--- config.mk ---
export PLATFORM = sky130hd
export DESIGN_NAME = axi4_burst_sequencer
export DESIGN_NICKNAME = d
export VERILOG_FILES = /design/src/rtl/axi4_burst_sequencer.sv
export SDC_FILE = /design/constraint.sdc
export NUM_CORES = 1
export LEC_CHECK = 0
export CAP_MARGIN = 20
export CORE_MARGIN = 2
export CORE_UTILIZATION = 57
export CTS_CLUSTER_DIAMETER = 100
export DETAILED_ROUTE_END_ITERATION = 8
export GPL_TIMING_DRIVEN = 0
export PLACE_DENSITY = 0.93
export SYNTH_ARGS = -nofsm -noshare
export SYNTH_HDL_FRONTEND = slang
export SYNTH_SLANG_ARGS = --single-unit
--- constraint.sdc ---
create_clock -name clk -period 7.5 [get_ports clk]
set_input_delay 2.25 -clock clk [delete_from_list [all_inputs] [get_ports clk]]
set_output_delay 2.25 -clock clk [all_outputs]
set_load 0.01 [all_outputs]
--- src/rtl/axi4_burst_sequencer.sv ---
// ---------------------------------------------------------------------------
// axi4_burst_sequencer
//   Expands one AXI4 burst command (addr/len/size/burst/id) into per-beat
//   byte addresses, byte strobes, beat index and a LAST flag using
//   FIXED / INCR / WRAP semantics. One beat per accepted beat handshake.
//
//   Optional feature macro: AXI4_BURST_CHECK_EN
//     defined   : commands are legality-checked at accept; illegal commands
//                 produce a one-cycle err_valid pulse (SLVERR) and no beats.
//     undefined : no checks; err_* outputs are tied to zero.
//
// Ports
//   clk, rst                 clock, asynchronous active-high reset
//   cmd_valid/cmd_ready      burst command handshake
//   cmd_addr/len/size/burst  AxADDR / AxLEN / AxSIZE / AxBURST
//   cmd_id                   transaction ID, latched onto beat_id / err_id
//   beat_valid/beat_ready    beat descriptor handshake
//   beat_addr/strb/idx/last  per-beat address, byte lanes, index, final flag
//   beat_id                  latched command ID
//   err_valid/err_resp/err_id  rejected-command report
// ---------------------------------------------------------------------------
module axi4_burst_sequencer #(
    parameter int unsigned ADDR_W = 32,
    parameter int unsigned DATA_W = 32,
    parameter int unsigned ID_W   = 4
) (
    input  logic                  clk,
    input  logic                  rst,
    input  logic                  cmd_valid,
    output logic                  cmd_ready,
    input  logic [ADDR_W-1:0]     cmd_addr,
    input  logic [7:0]            cmd_len,
    input  logic [2:0]            cmd_size,
    input  logic [1:0]            cmd_burst,
    input  logic [ID_W-1:0]       cmd_id,
    output logic                  beat_valid,
    input  logic                  beat_ready,
    output logic [ADDR_W-1:0]     beat_addr,
    output logic [DATA_W/8-1:0]   beat_strb,
    output logic [7:0]            beat_idx,
    output logic                  beat_last,
    output logic [ID_W-1:0]       beat_id,
    output logic                  err_valid,
    output logic [1:0]            err_resp,
    output logic [ID_W-1:0]       err_id
);

    localparam int unsigned STRB_W   = DATA_W / 8;
    localparam int unsigned MAX_SIZE = $clog2(STRB_W);

    typedef enum logic [1:0] {
        BURST_FIXED = 2'b00,
        BURST_INCR  = 2'b01,
        BURST_WRAP  = 2'b10,
        BURST_RSVD  = 2'b11
    } burst_type_t;

    typedef enum logic [2:0] {
        SIZE_1B   = 3'd0,
        SIZE_2B   = 3'd1,
        SIZE_4B   = 3'd2,
        SIZE_8B   = 3'd3,
        SIZE_16B  = 3'd4,
        SIZE_32B  = 3'd5,
        SIZE_64B  = 3'd6,
        SIZE_128B = 3'd7
    } burst_size_t;

    typedef enum logic [1:0] {
        RESP_OKAY   = 2'b00,
        RESP_EXOKAY = 2'b01,
        RESP_SLVERR = 2'b10,
        RESP_DECERR = 2'b11
    } resp_t;

    typedef enum logic [1:0] {
        ST_IDLE  = 2'd0,
        ST_BURST = 2'd1,
        ST_ERR   = 2'd2
    } state_t;

    state_t              state_q, state_d;
    logic [ADDR_W-1:0]   addr_q,  addr_d;
    logic [7:0]          len_q,   len_d;
    logic [7:0]          idx_q,   idx_d;
    burst_size_t         size_q,  size_d;
    burst_type_t         burst_q, burst_d;
    logic [ID_W-1:0]     id_q,    id_d;

    logic [2:0]          cmd_eff_size;
    logic                cmd_reject;

    logic [ADDR_W-1:0]   nb;
    logic [ADDR_W-1:0]   al;
    logic [ADDR_W-1:0]   incr_addr;
    logic [ADDR_W-1:0]   wrap_len_bytes;
    logic [ADDR_W-1:0]   wrap_lo;
    logic [ADDR_W-1:0]   next_addr;
    logic [31:0]         lane_lo;
    logic [31:0]         lane_hi;
    logic [STRB_W-1:0]   strb_calc;

    // Transfer size larger than the bus is clamped to the bus width.
    assign cmd_eff_size = (cmd_size > 3'(MAX_SIZE)) ? 3'(MAX_SIZE) : cmd_size;

`ifdef AXI4_BURST_CHECK_EN
    logic [31:0] chk_nb;
    logic [31:0] chk_addr;
    logic [31:0] chk_span;
    logic        chk_wrap_len_ok;
    logic        chk_wrap_aligned;
    logic        chk_4k_cross;

    always_comb begin
        chk_nb           = 32'd1 << cmd_eff_size;
        chk_addr         = 32'(cmd_addr);
        // Byte span from the 4KB page offset of the aligned start to the end
        // of the last beat; beyond 4096 means the burst leaves the page.
        chk_span         = ((chk_addr & 32'hFFF) & ~(chk_nb - 32'd1))
                           + ((32'(cmd_len) + 32'd1) * chk_nb);
        chk_wrap_len_ok  = (cmd_len == 8'd1) || (cmd_len == 8'd3) ||
                           (cmd_len == 8'd7) || (cmd_len == 8'd15);
        chk_wrap_aligned = ((chk_addr & (chk_nb - 32'd1)) == 32'd0);
        chk_4k_cross     = (chk_span > 32'd4096);
        cmd_reject       = (cmd_size > 3'(MAX_SIZE))
                        || (cmd_burst == BURST_RSVD)
                        || ((cmd_burst == BURST_WRAP) && (!chk_wrap_len_ok || !chk_wrap_aligned))
                        || ((cmd_burst == BURST_INCR) && chk_4k_cross);
    end
`else
    assign cmd_reject = 1'b0;
`endif

    // Address generation for the beat following the current one.
    always_comb begin
        nb             = ADDR_W'(1) << size_q;
        al             = addr_q & ~(nb - ADDR_W'(1));
        incr_addr      = al + nb;
        wrap_len_bytes = (ADDR_W'(len_q) + ADDR_W'(1)) << size_q;
        wrap_lo        = addr_q & ~(wrap_len_bytes - ADDR_W'(1));
        unique case (burst_q)
            BURST_FIXED: next_addr = addr_q;
            BURST_WRAP:  next_addr = (incr_addr == wrap_lo + wrap_len_bytes) ? wrap_lo : incr_addr;
            default:     next_addr = incr_addr;
        endcase
    end

    // Active lanes run from the byte the address points at up to the end of
    // the aligned nb-byte container, so an unaligned start covers only the tail.
    always_comb begin
        lane_lo   = 32'(addr_q & ADDR_W'(STRB_W - 1));
        lane_hi   = 32'(al & ADDR_W'(STRB_W - 1)) + (32'd1 << size_q);
        strb_calc = '0;
        for (int unsigned i = 0; i < STRB_W; i++) begin
            strb_calc[i] = (i >= lane_lo) && (i < lane_hi);
        end
    end

    always_comb begin
        state_d = state_q;
        addr_d  = addr_q;
        len_d   = len_q;
        idx_d   = idx_q;
        size_d  = size_q;
        burst_d = burst_q;
        id_d    = id_q;
        unique case (state_q)
            ST_IDLE: begin
                if (cmd_valid) begin
                    addr_d  = cmd_addr;
                    len_d   = cmd_len;
                    idx_d   = '0;
                    size_d  = burst_size_t'(cmd_eff_size);
                    burst_d = burst_type_t'(cmd_burst);
                    id_d    = cmd_id;
                    state_d = cmd_reject ? ST_ERR : ST_BURST;
                end
            end
            ST_BURST: begin
                if (beat_ready) begin
                    if (idx_q == len_q) begin
                        state_d = ST_IDLE;
                    end else begin
                        addr_d = next_addr;
                        idx_d  = idx_q + 8'd1;
                    end
                end
            end
            ST_ERR: begin
                state_d = ST_IDLE;
            end
            default: begin
                state_d = ST_IDLE;
            end
        endcase
    end

    always_ff @(posedge clk or posedge rst) begin
        if (rst) begin
            state_q <= ST_IDLE;
            addr_q  <= '0;
            len_q   <= '0;
            idx_q   <= '0;
            size_q  <= SIZE_1B;
            burst_q <= BURST_FIXED;
            id_q    <= '0;
        end else begin
            state_q <= state_d;
            addr_q  <= addr_d;
            len_q   <= len_d;
            idx_q   <= idx_d;
            size_q  <= size_d;
            burst_q <= burst_d;
            id_q    <= id_d;
        end
    end

    assign cmd_ready  = (state_q == ST_IDLE);
    assign beat_valid = (state_q == ST_BURST);
    assign beat_addr  = addr_q;
    assign beat_strb  = beat_valid ? strb_calc : '0;
    assign beat_idx   = idx_q;
    assign beat_last  = beat_valid && (idx_q == len_q);
    assign beat_id    = id_q;

`ifdef AXI4_BURST_CHECK_EN
    assign err_valid = (state_q == ST_ERR);
    assign err_resp  = err_valid ? RESP_SLVERR : RESP_OKAY;
    assign err_id    = err_valid ? id_q : '0;
`else
    assign err_valid = 1'b0;
    assign err_resp  = RESP_OKAY;
    assign err_id    = '0;
`endif

endmodule

## Word level (Yosys, flattened, before mapping)

Index checks and enable logic that the tools add are counted.

| storage, ports and cells | value |
|---|---|
| register bits after elaboration | 59 |
| input port bits | 53 |
| logic and storage cells | 66 |

| cells by class | value |
|---|---|
| add/subtract/negate cells | 7 |
| $lt $le $gt $ge | 9 |
| equal/unequal tests | 9 |
| shifts and indexed selects | 2 |
| muxes and demuxes | 16 |
| bitwise operators | 4 |
| reductions and logical operators | 12 |

Operators by type and width:

| operator | count |
|---|---|
| 32-bit two-way mux | 4 |
| 32-bit one-hot mux with 2 select lines | 2 |
| 32-bit adder | 2 |
| 32-bit AND | 2 |
| 1-bit by 32-bit less-than comparator with 1-bit output, first input constant | 2 |
| 2-bit by 32-bit less-than comparator with 1-bit output, first input constant | 2 |
| 32-bit inverter | 2 |
| 32-bit by 1-bit subtractor with 32-bit output, second input constant | 2 |
| 2-bit by 32-bit adder with 32-bit output | 1 |
| 32-bit == test | 1 |
| 1-bit by 3-bit left shift with 32-bit output, first input constant | 1 |
| 9-bit by 3-bit left shift with 32-bit output | 1 |
| 8-bit two-way mux | 3 |
| 8-bit one-hot mux with 2 select lines | 1 |
| 8-bit by 1-bit adder with 9-bit output, second input constant | 1 |
| 8-bit by 1-bit adder with 8-bit output, second input constant | 1 |
| 8-bit == test | 1 |
| 2-bit two-way mux | 3 |
| 2-bit != test, second input constant | 3 |
| 1-bit logical AND | 5 |
| 5-bit AND reduction | 1 |
| 1-bit by 2-bit greater-or-equal comparator with 1-bit output, first input constant | 2 |
| 2-bit greater-or-equal comparator, first input constant | 2 |
| 2-bit zero test | 2 |
| 11 further kinds | 12 |

## Longest topological paths before layout

| logic depth | value |
|---|---|
| depth in word-level cells | 12 |
| mapped depth | 30 |
| gate-level depth less buffers | 25 |

## Least setup slack after synthesis

Ideal clock, no wire load.

| timing | value |
|---|---|
| path kind | reg-to-reg |
| start | register len_q[1] |
| end | register addr_q[22], in the netlist beat_addr[22] |
| data arrival time | 6.507 ns |
| required time | 7.418 ns |
| slack | 0.911 ns |
| stages on the path, launching flop included | 29 |
| cells stage by stage | dfrtp_1 ha_1 buf_6 and3_1 buf_6 mux2_4 o21a_1 or2_0 clkbuf_1 a21oi_1 nand2_1 nor3_1 and3b_1 ha_1 a21o_1 a21o_1 a21o_1 a21oi_1 o21ai_1 a31oi_1 o31ai_4 and2_1 or3_1 or4_1 or4_4 nor2_8 buf_2 mux2_2 a31oi_1 |

| on the way | value |
|---|---|
| cells in the longest elaborated chain, start to end | 12 |
| elaborated cells between the ends (all ways) | 15 |
| those cells by class | add/sub: 3; eq/ne: 3; shift: 1; mux: 5; bitwise: 2; reduce/logical: 1 |

RTL lines:

| what | RTL line | RTL |
|---|---|---|
| start, declared | 84 | `logic [7:0] len_q, len_d;` |
| start signal, assigned | 210 | `len_q <= len_d;` |
| 8-bit by 1-bit adder with 9-bit output | 139 | `wrap_len_bytes = (ADDR_W'(len_q) + ADDR_W'(1)) << size_q;` |
| 9-bit by 3-bit left shift with 32-bit output | 139 |  |
| 32-bit by 1-bit subtractor with 32-bit output | 140 | `wrap_lo = addr_q & ~(wrap_len_bytes - ADDR_W'(1));` |
| 32-bit inverter | 140 |  |
| 32-bit AND | 140 |  |
| 32-bit adder | 143 | `BURST_WRAP: next_addr = (incr_addr == wrap_lo + wrap_len_bytes) ? wrap_lo : incr_addr;` |
| 32-bit == test | 143 |  |
| 32-bit two-way mux | 143 |  |
| 32-bit one-hot mux with 2 select lines | 141 | `unique case (burst_q)` |
| 32-bit two-way mux | 181 | `if (idx_q == len_q) begin` |
| 32-bit two-way mux | 180 | `if (beat_ready) begin` |
| 32-bit one-hot mux with 2 select lines | 167 | `unique case (state_q)` |
| end signal, assigned | 209 | `addr_q <= addr_d;` |
| end, declared | 83 | `logic [ADDR_W-1:0] addr_q, addr_d;` |

Several ways; a longest one is shown, not always the timed one. The select of a mux whose other input is x is not followed.
A chain may end at the register's enable or synchronous reset.

## Worst setup path in the final report

| timing | value |
|---|---|
| start | register len_q[1] |
| end | register addr_q[21], in the netlist beat_addr[21] |

Same word-level chain as after synthesis.

==> metrics.md <==
| Metric | Value |
|---|---|
| Most Crowded Layer GR | `met2` |
| Status | `completed` |
| Flop2flop setup slack | `0.21 ns` |
| Most common cell after layout, fill and taps aside | `clkdlybuf4s50_1` |
| Post-synth EDFFs | `0` |
| Top cells by area, synth | `dfrtp_1 18%, nand2_1 4.5%, o21ai_0 4.3%` |
| Gate Count Post-Synth | `1052` |
| Clock network fraction of total power | `21.0%` |
| Final WL | `33100 µm` |
| Nets | `1250` |
| DRT Pass-1 Iters | `6` |
| Root Driver | `clkbuf_16` |
| Boundary Pins | `about 110` |
| GR Util All Layers | `43.5%` |
| Flops & latches, synth | `58` |
| Antenna diodes | `0` |
| Vias in the first global route | `8797` |
| Initial core utilization | `58.1%` |
| Core area | `approximately 14000 µm²` |
| WP data arrival | `7.52 ns` |
| CTS tree | `built` |
| Initial antenna violation count | `0` |
| Switching Share | `44.1%` |
| Vert. Die Dim | `between 100 and 150 µm` |
| # setup viols final | `0` |
| Cell taking the most area after synthesis | `dfrtp_1` |
| Synth Cell Area | `around 8100 µm²` |
| Met3 Use GR | `approximately 16%` |
| Max-cap viol count | `0` |
| Worst-Skew Late Latency | `~0.34 ns` |
| Vias per std cell | `7.02` |
| Num CTS Buffers | `9` |
| RSZ-0062 raised after global routing | `no` |
| Reg2Reg Depth | `27` |
| Area growth from synthesis to layout | `22.8%` |
| Aggregate global routing overflow | `0` |
| DRC viols | `0` |
| Share of post-route cells with drive strength above 1 | `13.7%` |
| Crit path max fanout | `11` |
| Net switching power | `0.000851 W` |
| Slew @ Worst Pin | `between 0.8 and 0.9 ns` |
| Tcrit/Tclk final | `97.3%` |
| Placer Congestion | `approximately 1.0` |
| Setup Crit Path Kind | `reg2reg` |
| Post-DR wirelength/cell | `around 24 µm` |
| Min-Delay Path Depth | `1` |
| Fmax | `0.137 GHz` |
| Port Buffer Count | `103` |
| Hold Fails Final Rpt | `0` |
| # clock sinks | `58` |
| Design Power | `around 0.0019 W` |
| Filler Cell Count | `1076` |
| Power Density | `about 190 nW/µm²` |
| Max clock buf depth | `2` |
| Worst-path clk slew | `0.05 ns` |
| Die Area | `between 15000 and 20000 µm²` |
| Final Skew | `0.00379 ns` |
| Min Tclk post-route | `between 7 and 8 ns` |
| H-Tree Level Count | `3` |
| Top cell type's share of synthesized area | `between 10% and 20%` |
| Worst hold-check path type | `reg2reg` |
| Worst rel slew slack | `44.1%` |
| Crit end category | `flop` |
| Share of flip-flops with an asynchronous set or reset | `100%` |
| Main synth FF type | `dfrtp_1` |
| # hold bufs at CTS | `0` |
| Sequential area share after synthesis | `between 15 and 20%` |
| First-pass GRT wire length | `50100 µm` |
| Via count | `9566` |
| Final ANT Viol Nets | `0` |
| Detailed placement HPWL | `25200 µm` |
| Comb pwr share | `between 50% and 60%` |
| Synth warnings | `0` |
| Rows | `43` |
| VDD IR-drop max | `0.247 mV` |
| Leak pwr | `3.95 nW` |
| Int Power | `between 0.001 and 0.0015 W` |
| Initial DRC Count | `1411` |
| GR Util met2 | `a little over three fifths` |
| Commonest non-fill, non-tap cells in the layout | `103 x clkdlybuf4s50_1, 96 x nand2_1, 68 x o21ai_0` |
| WHS | `just over 0.5 ns` |
| Die extent in x | `123 µm` |
| Largest net degree at the start of global routing | `37` |
| Post-Syn Area per Cell | `7.67 µm²` |
| Reg power frac | `25.0%` |
| Unique masters post-synth | `112` |
| GR Util met1 | `61.0%` |
| Final Max Slew Viols | `0` |
| Startpoint Class | `flop` |
| CP required | `7.73 ns` |
## Yosys cell counts (18+ instances only)
cell,number
xnor2_1,38
and2_1,20
nor3_1,24
mux2_2,23
nand3_1,47
a31oi_1,19
clkbuf_1,54
mux2i_1,18
inv_1,24
dfrtp_1,58
o21ai_0,70
xor2_1,31
nand4_1,24
and3_1,28
nor2_1,67
a21o_1,18
nand2_1,96
a21oi_1,53
or3_1,27
## state kept, by name (all words and copies together), names as in the netlist
register,cells
beat_idx,8
beat_addr,32
beat_id,4
state_q,1
len_q,8
burst_q,2
size_q,3
## metal layers
metal / routed length [µm] / part of all wire, %
met3: 5010 / 15
met2: 13900 / 42
met4: 890 / 2.7
met1: 13300 / 40
met5: 0 / 0
## critical path, cell delays in order, from the launching register on
cell and delay, ns:
dfrtp_2 0.46, ha_1 0.21, buf_6 0.14, and3_1 0.18, buf_6 0.13, mux2_4 0.30, or2_4 0.27, or3_1 0.41
o32ai_4 0.20, and4_1 0.26, buf_2 0.27, nand3_1 0.12, xor2_1 0.17, and2_1 0.21, ha_2 0.45, nand4_1 0.16
a21oi_1 0.22, nand3_1 0.16, a211oi_4 0.28, nor2_4 0.12, o31ai_1 0.21, a21oi_1 0.12, or4_1 0.52, or4_4 0.63
nor2_8 0.20, buf_4 0.18, mux2_2 0.33, a31o_2 0.24
## repair_timing
action                                  4_1_cts  5_1_grt
buffers inserted                              1       10
endpoints found under the setup margin       32       32
pin swaps                                     1        7
resized for setup                            16       26
## per-stage QoR
stage / area (µm²) / worst slack (ns) / TNS (ns) / util (%) / std cells
final: 9910 / 0.206 / 0 / 71.4 / 1363
after global placement: 9350 / -0.562 / -8.87 / 67.4 / 1341
after CTS: 9740 / 0.00806 / 0 / 70.2 / 1356
after floorplan: 8090 / 0.911 / 0 / - / 1058
after detailed placement: 9380 / -0.614 / -10.40 / 67.6 / 1342
after global routing: 9910 / 0.00801 / 0 / 71.4 / 1363
## power groups by stage
stage	registers (W)	logic, W	clock network [W]
6_report	0.000484	0.00104	0.000407
3_3_place_gp	0.000475	0.000933	0
5_1_grt	0.000484	0.00110	0.000416
4_1_cts	0.000475	0.000976	0.000407
3_5_place_dp	0.000479	0.000953	0
2_1_floorplan	0.000474	0.000589	0
## worst paths after layout
path / startpoint / endpoint
min: beat_id[0] / beat_id[0]
min reg2reg: beat_id[0] / beat_id[0]
max in group asynchronous: rst / len_q[1]
max reg2reg: len_q[1] / beat_addr[21]
min in group asynchronous: rst / burst_q[1]
max: len_q[1] / beat_addr[21]
## cell families after synthesis
logic type,Yosys count,share of synthesized area (%)
AOI/OAI and AO/OA,307,27.6
xor gates and xnor gates,74,8.90
adders and majority gates,18,2.88
buffers and inverters,113,6.70
DFF,58,18.0
muxes,43,5.77
other,1,0.0465
and+or+nand+nor,438,30.1
## layout make-up
cell class	instances	area, µm²	area share (%)
Clock inverter	3	40.0	0.404
Sequential cell	58	1450	14.7
Tap cell	180	225	2.27
Inverter	26	97.6	0.985
Clock buffer	12	246	2.49
Buffer	82	440	4.44
Timing Repair Buffer	115	1140	11.5
Multi-Input combinational cell	887	6270	63.2
Note: power is estimated with default switching activity, not from simulation.
